[src/rtl/axi_interconnect_crossbar_pkg.sv]
// Shared crossbar constants, index-width helper and beat field offsets.
// Used by the response router and its tracking FIFO.
package axi_interconnect_crossbar_pkg;

   localparam int DEF_DEPTH  = 4;
   localparam int DEF_DATA_W = 32;

   localparam int BEAT_RESP_LSB = 0;
   localparam int BEAT_RESP_W   = 2;
   localparam int BEAT_ID_LSB   = 2;
   localparam int BEAT_ID_W     = 4;
   localparam int BEAT_DATA_LSB = 6;

   // Bits needed to hold the value n (never below 1).
   function automatic int LOG2(input int n);
      int r;
      int v;
      r = 1;
      v = n;
      while (v > 1) begin
         v = v >> 1;
         r = r + 1;
      end
      return r;
   endfunction

endpackage

[src/rtl/axi_interconnect_crossbar_resp_fifo.sv]
// In-order tracking FIFO holding granted master indices.
// Caller gates push with !full and pop with !empty.
module axi_interconnect_crossbar_resp_fifo
   import axi_interconnect_crossbar_pkg::*;
#(
   parameter int WIDTH = 1,
   parameter int DEPTH = DEF_DEPTH
) (
   input  logic               clk,
   input  logic               rst_n,
   input  logic               push,
   input  logic [WIDTH-1:0]   push_data,
   input  logic               pop,
   output logic [WIDTH-1:0]   head,
   output logic               full,
   output logic               empty,
   output logic [LOG2(DEPTH):0] count
);

   localparam int PTR_W = LOG2(DEPTH - 1);
   localparam int CNT_W = LOG2(DEPTH) + 1;

   logic [WIDTH-1:0] mem [DEPTH];
   logic [PTR_W-1:0] wr_ptr;
   logic [PTR_W-1:0] rd_ptr;

   assign head  = mem[rd_ptr];
   assign full  = (count == CNT_W'(DEPTH));
   assign empty = (count == '0);

   // Storage and pointers; pointers wrap on power-of-two depth.
   always_ff @(posedge clk or negedge rst_n) begin
      if (!rst_n) begin
         for (int i = 0; i < DEPTH; i++) begin
            mem[i] <= '0;
         end
         wr_ptr <= '0;
         rd_ptr <= '0;
      end else begin
         if (push) begin
            mem[wr_ptr] <= push_data;
            wr_ptr      <= wr_ptr + 1'b1;
         end
         if (pop) begin
            rd_ptr <= rd_ptr + 1'b1;
         end
      end
   end

   // Occupancy: unchanged on simultaneous push and pop.
   always_ff @(posedge clk or negedge rst_n) begin
      if (!rst_n) begin
         count <= '0;
      end else if (push && !pop) begin
         count <= count + 1'b1;
      end else if (pop && !push) begin
         count <= count - 1'b1;
      end
   end

endmodule

[src/rtl/axi_interconnect_crossbar_resp_route.sv]
// Steers slave response beats to the master at the tracking FIFO head.
// Define AXI_XBAR_RESP_REG_EN to insert a two-entry skid register.
module axi_interconnect_crossbar_resp_route
   import axi_interconnect_crossbar_pkg::*;
#(
   parameter int NUM    = 2,
   parameter int WIDTH  = LOG2(NUM - 1),
   parameter int DEPTH  = DEF_DEPTH,
   parameter int DATA_W = DEF_DATA_W
) (
   input  logic                clk,
   input  logic                rst_n,
   input  logic                gnt_vld,
   input  logic [WIDTH-1:0]    gnt_user,
   output logic                gnt_rdy,
   input  logic                s_resp_valid,
   input  logic [DATA_W-1:0]   s_resp_data,
   input  logic                s_resp_last,
   output logic                s_resp_ready,
   output logic [NUM-1:0]      m_resp_valid,
   output logic [DATA_W-1:0]   m_resp_data,
   output logic                m_resp_last,
   input  logic [NUM-1:0]      m_resp_ready,
   output logic [LOG2(DEPTH):0] outstanding
);

   logic             push;
   logic             pop;
   logic             full;
   logic             empty;
   logic [WIDTH-1:0] head;

   assign gnt_rdy = !full;
   assign push    = gnt_vld && gnt_rdy;

   axi_interconnect_crossbar_resp_fifo #(
      .WIDTH (WIDTH),
      .DEPTH (DEPTH)
   ) u_fifo (
      .clk       (clk),
      .rst_n     (rst_n),
      .push      (push),
      .push_data (gnt_user),
      .pop       (pop),
      .head      (head),
      .full      (full),
      .empty     (empty),
      .count     (outstanding)
   );

`ifndef AXI_XBAR_RESP_REG_EN

   logic head_rdy;

   // Ready of the head master; out-of-range index sinks beats.
   always_comb begin
      head_rdy = 1'b1;
      for (int i = 0; i < NUM; i++) begin
         if (int'(head) == i) begin
            head_rdy = m_resp_ready[i];
         end
      end
   end

   // Combinational route of valid and ready through the head.
   always_comb begin
      m_resp_valid = '0;
      s_resp_ready = 1'b0;
      if (!empty) begin
         s_resp_ready = head_rdy;
         for (int i = 0; i < NUM; i++) begin
            if (int'(head) == i) begin
               m_resp_valid[i] = s_resp_valid;
            end
         end
      end
   end

   assign m_resp_data = s_resp_data;
   assign m_resp_last = s_resp_last && !empty;
   assign pop = s_resp_valid && s_resp_ready
             && s_resp_last;

`else

   typedef struct packed {
      logic [WIDTH-1:0]  idx;
      logic              last;
      logic [DATA_W-1:0] data;
   } beat_t;

   beat_t out_q;
   beat_t skid_q;
   beat_t in_beat;
   logic  out_vld;
   logic  skid_vld;
   logic  out_rdy;
   logic  in_hs;

   assign in_beat = '{idx:  head,
                      last: s_resp_last,
                      data: s_resp_data};

   // Ready depends only on flops: skid slot free and an entry waiting.
   assign s_resp_ready = !skid_vld && !empty;
   assign in_hs = s_resp_valid && s_resp_ready;
   assign pop   = in_hs && s_resp_last;

   // Ready of the master captured with the output beat.
   always_comb begin
      out_rdy = 1'b1;
      for (int i = 0; i < NUM; i++) begin
         if (int'(out_q.idx) == i) begin
            out_rdy = m_resp_ready[i];
         end
      end
   end

   // One-hot valid toward the captured master.
   always_comb begin
      m_resp_valid = '0;
      for (int i = 0; i < NUM; i++) begin
         if (int'(out_q.idx) == i) begin
            m_resp_valid[i] = out_vld;
         end
      end
   end

   assign m_resp_data = out_q.data;
   assign m_resp_last = out_q.last;

   // Output stage with skid slot for full throughput under stall.
   always_ff @(posedge clk or negedge rst_n) begin
      if (!rst_n) begin
         out_q    <= '0;
         skid_q   <= '0;
         out_vld  <= 1'b0;
         skid_vld <= 1'b0;
      end else if (!out_vld || out_rdy) begin
         if (skid_vld) begin
            out_q    <= skid_q;
            out_vld  <= 1'b1;
            skid_vld <= 1'b0;
         end else begin
            out_vld <= in_hs;
            if (in_hs) begin
               out_q <= in_beat;
            end
         end
      end else if (in_hs) begin
         skid_q   <= in_beat;
         skid_vld <= 1'b1;
      end
   end

`endif

endmodule

[config.mk]
export PLATFORM = sky130hd
export DESIGN_NAME = axi_interconnect_crossbar_resp_route
export DESIGN_NICKNAME = d
export VERILOG_FILES = /design/src/rtl/axi_interconnect_crossbar_pkg.sv /design/src/rtl/axi_interconnect_crossbar_resp_fifo.sv /design/src/rtl/axi_interconnect_crossbar_resp_route.sv
export SDC_FILE = /design/constraint.sdc
export NUM_CORES = 1
export LEC_CHECK = 0
export ABC_CLOCK_PERIOD_IN_PS = 6300
export CORE_MARGIN = 10
export CORE_UTILIZATION = 35
export CTS_CLUSTER_DIAMETER = 50
export CTS_CLUSTER_SIZE = 28
export DETAILED_ROUTE_END_ITERATION = 7
export PLACE_DENSITY = 0.83
export SKIP_CTS_REPAIR_TIMING = 1
export SLEW_MARGIN = 20
export SYNTH_ARGS = -nofsm -noshare
export SYNTH_HDL_FRONTEND = slang
export SYNTH_SLANG_ARGS = --single-unit
[constraint.sdc]
create_clock -name clk -period 6.3 [get_ports clk]
set_input_delay 1.26 -clock clk [delete_from_list [all_inputs] [get_ports clk]]
set_output_delay 1.26 -clock clk [all_outputs]
set_load 0.02 [all_outputs]
Word level (Yosys, flattened, before mapping)

Index checks and enable logic that the tools add are counted.

Add/sub/neg operators: 4
$mul: 0
Div/mod/pow operators: 0
Magnitude comparators: 3
Equal/unequal tests: 1
Shift-type cells: 0
Mux-type cells: 13
Bitwise logic cells: 2
Reductions and logical operators: 13

Operator list:

| operator                                                    | count |
|---|---|
| two-way mux 4 bit                                           | 2 |
| logical AND 1 bit                                           | 7 |
| two-way mux 1 bit                                           | 7 |
| >= comparator 3 bit (second input constant)                 | 2 |
| NOT 2 -> 3 bit                                              | 2 |
| adder 2 x 1 -> 2 bit (second input constant)                | 2 |
| adder 4 x 1 -> 4 bit (second input constant)                | 1 |
| bitwise mux 4 bit                                           | 1 |
| equality test 4 x 3 -> 1 bit (second input constant)        | 1 |
| logical NOT 1 bit                                           | 4 |
| logical NOT 4 bit                                           | 1 |
| subtractor 4 x 1 -> 4 bit (second input constant)           | 1 |
| less-than comparator 3 x 1 -> 1 bit (second input constant) | 1 |
| binary-select mux 1 bit (select 2 bit)                      | 1 |
| demux 1 bit (select 2 bit)                                  | 1 |
| two-way mux 2 bit                                           | 1 |
| nonzero test 2 bit                                          | 1 |

Bits in registers: 12
Latch bits: 0
Bits in writable memories: 0
ROM bits: 0
Word-level logic and storage cells: 43
Memories: 0

Depth between registers and ports, before layout

Gate-level depths: netlist of run 1.

Word-level depth: 11
Gate-level depth with buffers: 11
Depth with buffers taken out: 11

Modules after synthesis

A second synthesis of run 1 with hierarchy kept.

Cells, all modules: 100
Area, all modules: 998.5 sq um

By module, submodules not included:

| module                               | times used | cells each | area each (sq um) |
|---|---|---|---|
| axi_interconnect_crossbar_resp_fifo  | 1          | 60         | 701.9 |
| axi_interconnect_crossbar_resp_route | 1          | 40         | 296.5 |

Worst setup path after synthesis of run 1

OpenSTA, ideal clock, no wires.

Kind: input -> register
From: input port s_resp_last
To: register u_fifo.count[3]
Setup time: 136 ps
Arrival time: 2823 ps
Data required time: 6164 ps
Path slack: 3341 ps
Cell stages on the path: 8
Buffers on the path: 0
Path through: nand3_2 > or2_1 > ha_1 > inv_1 > ha_1 > a21o_1 > a2111oi_0 > o31ai_1

Longest elaborated chain between the ends: 4
Elaborated cells on any way between the ends: 6
Classes of those cells: 1 x mux; 5 x reduce/logical

RTL lines:

| what                                                           | line                                       | RTL |
|---|---|---|
| start: declaration                                             | axi_interconnect_crossbar_resp_route.sv:18 | `input logic s_resp_last,` |
| logical AND 1 bit *                                            | axi_interconnect_crossbar_resp_route.sv:82 | `&& s_resp_last;` |
| logical NOT 1 bit                                              | axi_interconnect_crossbar_resp_fifo.sv:54  | `end else if (push && !pop) begin` |
| logical AND 1 bit                                              | axi_interconnect_crossbar_resp_fifo.sv:54  |  |
| two-way mux 4 bit / nonzero test 2 bit (equally long branches) | --                                         |  |
| end signal: assignment                                         | axi_interconnect_crossbar_resp_fifo.sv:55  | `count <= count + 1'b1;` |
| end signal: assignment                                         | axi_interconnect_crossbar_resp_fifo.sv:57  | `count <= count - 1'b1;` |
| end: declaration                                               | axi_interconnect_crossbar_resp_fifo.sv:17  | `output logic [LOG2(DEPTH):0] count` |

Mark *: on every way between the ends. The rest lies on a longest branch, timed or not.
A chain may end at the register's enable or synchronous reset.

Final worst setup path of run 1

From: input port m_resp_ready[1]
To: output port s_resp_ready

Longest elaborated chain between the ends: 2

RTL lines:

| what               | line                                       | RTL |
|---|---|---|
| start: declaration | axi_interconnect_crossbar_resp_route.sv:23 | `input logic [NUM-1:0] m_resp_ready,` |
| two-way mux 1 bit  | axi_interconnect_crossbar_resp_route.sv:59 | `if (int'(head) == i) begin` |
| two-way mux 1 bit  | axi_interconnect_crossbar_resp_route.sv:69 | `if (!empty) begin` |
| end: declaration   | axi_interconnect_crossbar_resp_route.sv:19 | `output logic s_resp_ready,` |

Every way passes these cells.

==> results.sh, run 1 <==
export IMPL_status="complete, no violations"
export IMPL_synth_adder_area_share=0.106
export IMPL_worst_pin_slew_ns=0.550
export IMPL_synth_xor_area_frac=0.0344
export IMPL_first_pass_iters=4
export IMPL_cts_buffer_depth=2
export IMPL_mostFrequentLayoutCells="16 x clkdlybuf4s50_1, 12 x dfrtp_1, 10 x nand2_1"
export IMPL_crit_arrival_ns=2.60
export IMPL_cp_num_buf_inv=2
export IMPL_min_to="u_fifo.mem[1]$_DFFE_PN0P_"
export IMPL_viasPerCell=5.20
export IMPL_area_growth_pct=-2.21
export IMPL_grt_max_degree=13
export IMPL_finClkSkew_ns=0.00665
export IMPL_synth_compound_area_frac=0.0664
export IMPL_num_antenna_cells=0
export IMPL_grt_pass1_wl_um=2870
export IMPL_wirelength_um=1820
export IMPL_die_area_um2=5460
export IMPL_drtIter0Drc=25
export IMPL_synth_top_area_cell="dfrtp_1"
export IMPL_holdPathStages=1
export IMPL_ys_ff_latch=12
export IMPL_hp_class="flop to flop"
export IMPL_r2r_slack_ns=3.44
export IMPL_dp_hpwl_um=1390
export IMPL_vias=635
export IMPL_ys_seq_area_frac=0.295
export IMPL_cp_slowest_cell="clkdlybuf4s50_1"
export IMPL_place_area_um2=972
export IMPL_p_per_area_nw_per_um2=511
export IMPL_p_sw_frac=0.425
export IMPL_synth_area_leaders="dfrtp_1 30%, buf_4 24%, ha_1 8.6%, mux2i_1 5.9%, mux2_2 5.5%"
export IMPL_die_w_um=73.9
export IMPL_rsz0062_at_grt="false"
export IMPL_reg2reg_depth=10
export IMPL_setup_tns_final_ns=0
export IMPL_max_slew_margin_rel=0.632
export IMPL_rr_endpoint="u_fifo.count[3]$_DFFE_PN0P_"
export IMPL_min_from="u_fifo.mem[1]$_DFFE_PN0P_"
export IMPL_antenna_left=0
export IMPL_start_util=0.369
export IMPL_cp_max_fo=3
export IMPL_p_switching_w=0.000216
export IMPL_power_frac_seq=0.321
export IMPL_cp_end_kind="output port"
export IMPL_worst_setup_path_start_kind="input port"
export IMPL_leakage_nw=0.438
export IMPL_slew_viol_final=0
export IMPL_final_area_um2=995
export IMPL_synthMuxAreaShare=0.128
export IMPL_final_common_cell="clkdlybuf4s50_1"
export IMPL_numCtsBuffers=3
export IMPL_drc=0
export IMPL_cts_tree="done"
export IMPL_grt_pass1_vias=607
export IMPL_p_comb_frac=0.588
export IMPL_critical_path_class="input port to output port"
export IMPL_avgRoutedWirePerCell_um=14.9
export IMPL_drive_gt1_frac=0.143
export IMPL_gr_total_overflow=0
export IMPL_rr_startpoint="u_fifo.rd_ptr[1]$_DFFE_PN0P_"
export IMPL_hold_viol=0
export IMPL_grt_use_total=0.0678
export IMPL_synth_top_cell_area_share=0.295
export IMPL_internal_power_w=0.000292
export IMPL_preCtsSetupSlack_ns=2.44
export IMPL_io_buffers=16
export IMPL_cts_sinks=12
export IMPL_fp_row_count=19
export IMPL_gp_congestion=0.768
export IMPL_slowest_delay_ns=0.62
export IMPL_vdd_drop_max_mv=0.280
export IMPL_ioPinCount=81
export IMPL_timing_final_crit_share=0.612
export IMPL_cp_common_cell="clkdlybuf4s50_1"
export IMPL_required_ns=5.04
export IMPL_fin_crit_ns=3.86
export IMPL_cap_violations=0
export IMPL_nNetsFinal=141
export IMPL_h_tree_depth=1
export IMPL_clkLatencyLatePin_ns=0.27
export IMPL_die_h_um=73.9
export IMPL_core_area_um2=2760
export IMPL_syn_avg_cell_area_um2=9.69
export IMPL_p_clk_frac=0.090
export IMPL_fmax_ghz=0.259
export IMPL_worstPathCellList="clkdlybuf4s50_1 > mux2i_1 > nor2_1 > clkdlybuf4s50_1"
export IMPL_path_delay_family="buffers and inverters"
export IMPL_root_buffer="clkbuf_4"
export IMPL_clk_pin_slew_ns=0.07
export IMPL_ys_types=26
export IMPL_antenna_found_initial=0
export IMPL_yosysWarnings=0
export IMPL_synthCells=105
export IMPL_finalSetupViolCount=0
export IMPL_syn_nets=153
export IMPL_setup_slack_ns=2.44
export IMPL_yosys_area_share_simple=0.116
export IMPL_mappedNetlistArea_um2=1020
export IMPL_synth_top_family_by_area="buffers and inverters"
layer usage:
layer	global-route usage	wire [µm]	up-vias
met2	0.101	893	25
met1	0.0672	688	304
li1	-	-	292
met5	0	0	-
met4	0.0414	46	0
met3	0.0485	188	14
flip-flops by register name, summed over array words and instances (netlist names):
signal,count
u_fifo.count,4
u_fifo.rd_ptr,2
u_fifo.wr_ptr,2
u_fifo.mem,4
kinds of logic after synthesis:
logic type | count (synthesis)
XOR/XNOR | 4
AO/OA/AOI/OAI | 10
buffers and inverters | 37
AND/OR/NAND/NOR | 22
flip-flops | 12
multiplexers | 12
adder cells (fa/ha/maj) | 8
power by group through the flow:
stage	Sequential, W	Combinational (W)	Clock [W]
floorplan	0.000170	0.000220	0
global placement	0.000162	0.000289	0
detailed placement	0.000165	0.000300	0
CTS	0.000164	0.000305	0.0000476
global route	0.000171	0.000329	0.0000506
finish	0.000163	0.000299	0.0000460
how the worst max path moves through the flow:
stage,startpoint,to,slack [ns],depth (start not counted)
after floorplan,s_resp_last,u_fifo.count[3]$_DFFE_PN0P_,3.34,8
after global placement,m_resp_ready[1],s_resp_ready,2.46,4
after detailed placement,m_resp_ready[1],s_resp_ready,2.44,4
after CTS,m_resp_ready[1],s_resp_ready,2.43,4
after global routing,m_resp_ready[1],s_resp_ready,2.36,4
final,m_resp_ready[1],s_resp_ready,2.44,4
area by class of cell:
type / count / area, µm²
timing repair buffer: 16 / 160
inverter: 4 / 15.0
sequential: 12 / 300
multi-input combinational: 56 / 458
tap: 31 / 38.8
clock buffer: 3 / 22.5
fill: 277 / 1760
metrics by stage:
step	util	instances	power [W]	hold WS [ns]
6_report	0.361	122	0.000509	0.511
2_1_floorplan	-	105	0.000390	0.479
5_1_grt	0.361	122	0.000551	0.536
3_3_place_gp	0.353	119	0.000450	0.490
4_1_cts	0.361	122	0.000516	0.515
3_5_place_dp	0.353	119	0.000465	0.498
synthesized netlist by cell type:
library cell and instances:
nor3b_2 1, o21ai_0 4, nor2_1 2, xor2_1 1
dfrtp_1 12, a21o_1 1, nor3_1 4, buf_4 32
ha_1 7, a21oi_1 1, nand2_1 10, inv_1 4
mux2i_2 1, a21boi_2 1, a2111oi_0 1, or4_4 1
o31ai_1 2, mux2i_1 6, or2_1 1, and3_1 1
fa_1 1, mux2_2 5, clkbuf_1 1, xnor2_1 3
and2_1 1, nand3_2 1
(Power assumes the default switching activity.)
==> run 2: changes to the inputs <==
Settings changed: ABC_CLOCK_PERIOD_IN_PS 6300 to 3600, CORE_UTILIZATION 35 to 33, PLACE_DENSITY 0.83 to 0.79.
Clock period 6.3 ns to 3.6 ns, I/O delays scaled along.
==> run 2 against run 1 <==
Effect of this change: routed wire length is 8.8% higher; clock power is 130% higher; clock-buffer cell count is 1 higher; core utilization is 2.4 points lower.
==> results.sh, run 2 (synthesis gave the netlist of run 1 again) <==
export IMPL_drtIter0Drc=9
export IMPL_cp_max_fo=5
export IMPL_dp_cells=121
export IMPL_reg2reg_depth=10
export IMPL_dp_hpwl_um=1630
export IMPL_die_w_um=75.5
export IMPL_crit_arrival_ns=3.08
export IMPL_timing_final_crit_share=0.816
export IMPL_critical_path_class="input port to flop"
export IMPL_cap_violations=0
export IMPL_hp_class="flop to flop"
export IMPL_fmax_ghz=0.340
export IMPL_nNetsFinal=141
export IMPL_cp_slowest_cell="clkdlybuf4s50_1"
export IMPL_min_to="u_fifo.mem[2]$_DFFE_PN0P_"
export IMPL_leakage_nw=0.445
export IMPL_grt_max_degree=13
export IMPL_slowest_delay_ns=0.51
export IMPL_die_h_um=75.5
export IMPL_antenna_left=0
export IMPL_mostFrequentLayoutCells="16 x clkdlybuf4s50_1, 12 x dfrtp_1, 10 x nand2_1"
export IMPL_max_slew_margin_rel=0.632
export IMPL_avgRoutedWirePerCell_um=15.8
export IMPL_start_util=0.339
export IMPL_fin_crit_ns=2.94
export IMPL_worst_pin_slew_ns=0.550
export IMPL_fp_row_count=20
export IMPL_vdd_drop_max_mv=0.398
export IMPL_drive_gt1_frac=0.152
export IMPL_io_buffers=16
export IMPL_finClkSkew_ns=0.00872
export IMPL_cts_tree="done"
export IMPL_wirelength_um=1980
export IMPL_worst_setup_path_start_kind="input port"
export IMPL_finalSetupViolCount=0
export IMPL_vias=630
export IMPL_clkLatencyLatePin_ns=0.27
export IMPL_root_buffer="clkbuf_4"
export IMPL_ioPinCount=81
export IMPL_r2r_slack_ns=0.67
export IMPL_cts_buffer_depth=2
export IMPL_cp_end_kind="flop"
export IMPL_slew_viol_final=0
export IMPL_die_area_um2=5700
export IMPL_first_pass_iters=2
export IMPL_h_tree_depth=1
export IMPL_hold_viol=0
export IMPL_cp_common_cell="ha_1"
export IMPL_rr_startpoint="u_fifo.rd_ptr[1]$_DFFE_PN0P_"
export IMPL_gr_total_overflow=0
export IMPL_drc=0
export IMPL_rsz0062_at_grt="false"
export IMPL_rr_endpoint="u_fifo.count[3]$_DFFE_PN0P_"
export IMPL_fin_cells=125
export IMPL_cts_sinks=12
export IMPL_status="complete, no violations"
export IMPL_setup_tns_final_ns=0
export IMPL_reg_top3="u_fifo.count: 4 flops, u_fifo.mem: 4 flops"
export IMPL_grt_pass1_wl_um=3340
export IMPL_min_from="u_fifo.mem[2]$_DFFE_PN0P_"
export IMPL_clk_pin_slew_ns=0.08
export IMPL_numCtsBuffers=3
export IMPL_required_ns=3.74
export IMPL_p_per_area_nw_per_um2=912
export IMPL_holdPathStages=1
export IMPL_viasPerCell=5.04
export IMPL_grt_use_total=0.0743
export IMPL_gp_congestion=0.672
export IMPL_final_common_cell="clkdlybuf4s50_1"
export IMPL_area_growth_pct=-0.615
export IMPL_num_antenna_cells=0
export IMPL_antenna_found_initial=0
export IMPL_grt_pass1_vias=708
export IMPL_core_area_um2=3000
export IMPL_worstPathCellList="clkdlybuf4s50_1 > nand3_2 > or2_1 > ha_1 > inv_1 > ha_1 > a21o_1 > a2111oi_0 > o31ai_1"
run 2: area by class of cell:
class,count,area [µm²]
tap,33,41.3
inverter,4,15.0
multi-input combinational,56,458
fill,305,1990
sequential,12,300
timing repair buffer,16,160
clock buffer,4,36.3
run 2: metal layers:
layer / track usage / vias to the layer above / routed length [µm]
met3: 0.0469 / 6 / 205
met2: 0.135 / 30 / 1030
met4: 0.0103 / 0 / 23
li1: - / 293 / -
met5: 0 / - / 0
met1: 0.0706 / 301 / 716
run 2: worst max path at each step:
stage,cells after the start,from,end
after floorplan,9,u_fifo.count[1]$_DFFE_PN0P_,u_fifo.count[3]$_DFFE_PN0P_
final,9,s_resp_valid,u_fifo.count[3]$_DFFE_PN0P_
after global routing,10,u_fifo.rd_ptr[1]$_DFFE_PN0P_,u_fifo.count[3]$_DFFE_PN0P_
after global placement,8,gnt_vld,u_fifo.count[3]$_DFFE_PN0P_
after CTS,10,u_fifo.rd_ptr[1]$_DFFE_PN0P_,u_fifo.count[3]$_DFFE_PN0P_
after detailed placement,9,s_resp_valid,u_fifo.count[3]$_DFFE_PN0P_
run 2: per-stage QoR:
stage               hold slack, ns   util  setup WS (ns)  cell area (µm²)  total power (W)
CTS                          0.526  0.337          0.649             1010         0.000935
finish                       0.529  0.337          0.663             1010         0.000922
floorplan                    0.424      -          0.948             1020         0.000683
detailed placement           0.508  0.325          0.421              975         0.000826
global route                 0.551  0.337          0.463             1010          0.00101
global placement             0.491  0.325          0.585              975         0.000789
run 2: where the power goes:
| group | switching (W) | internal [W] | leakage (nW) | total (W) |
|---|---|---|---|---|
| Clock | 0.0000431 | 0.0000614 | 0.0210 | 0.000104 |
| Combinational | 0.000264 | 0.000269 | 0.281 | 0.000532 |
| Sequential | 0.0000796 | 0.000206 | 0.143 | 0.000285 |
| Total | 0.000386 | 0.000536 | 0.445 | 0.000922 |
run 2: worst max-delay path: cells and delay by family:
family                     cells  cell delay, ns
AOI/OAI and AO/OA              3            0.84
and+or+nand+nor                2            0.35
adders and majority gates      2            0.49
buffers and inverters          2            0.67
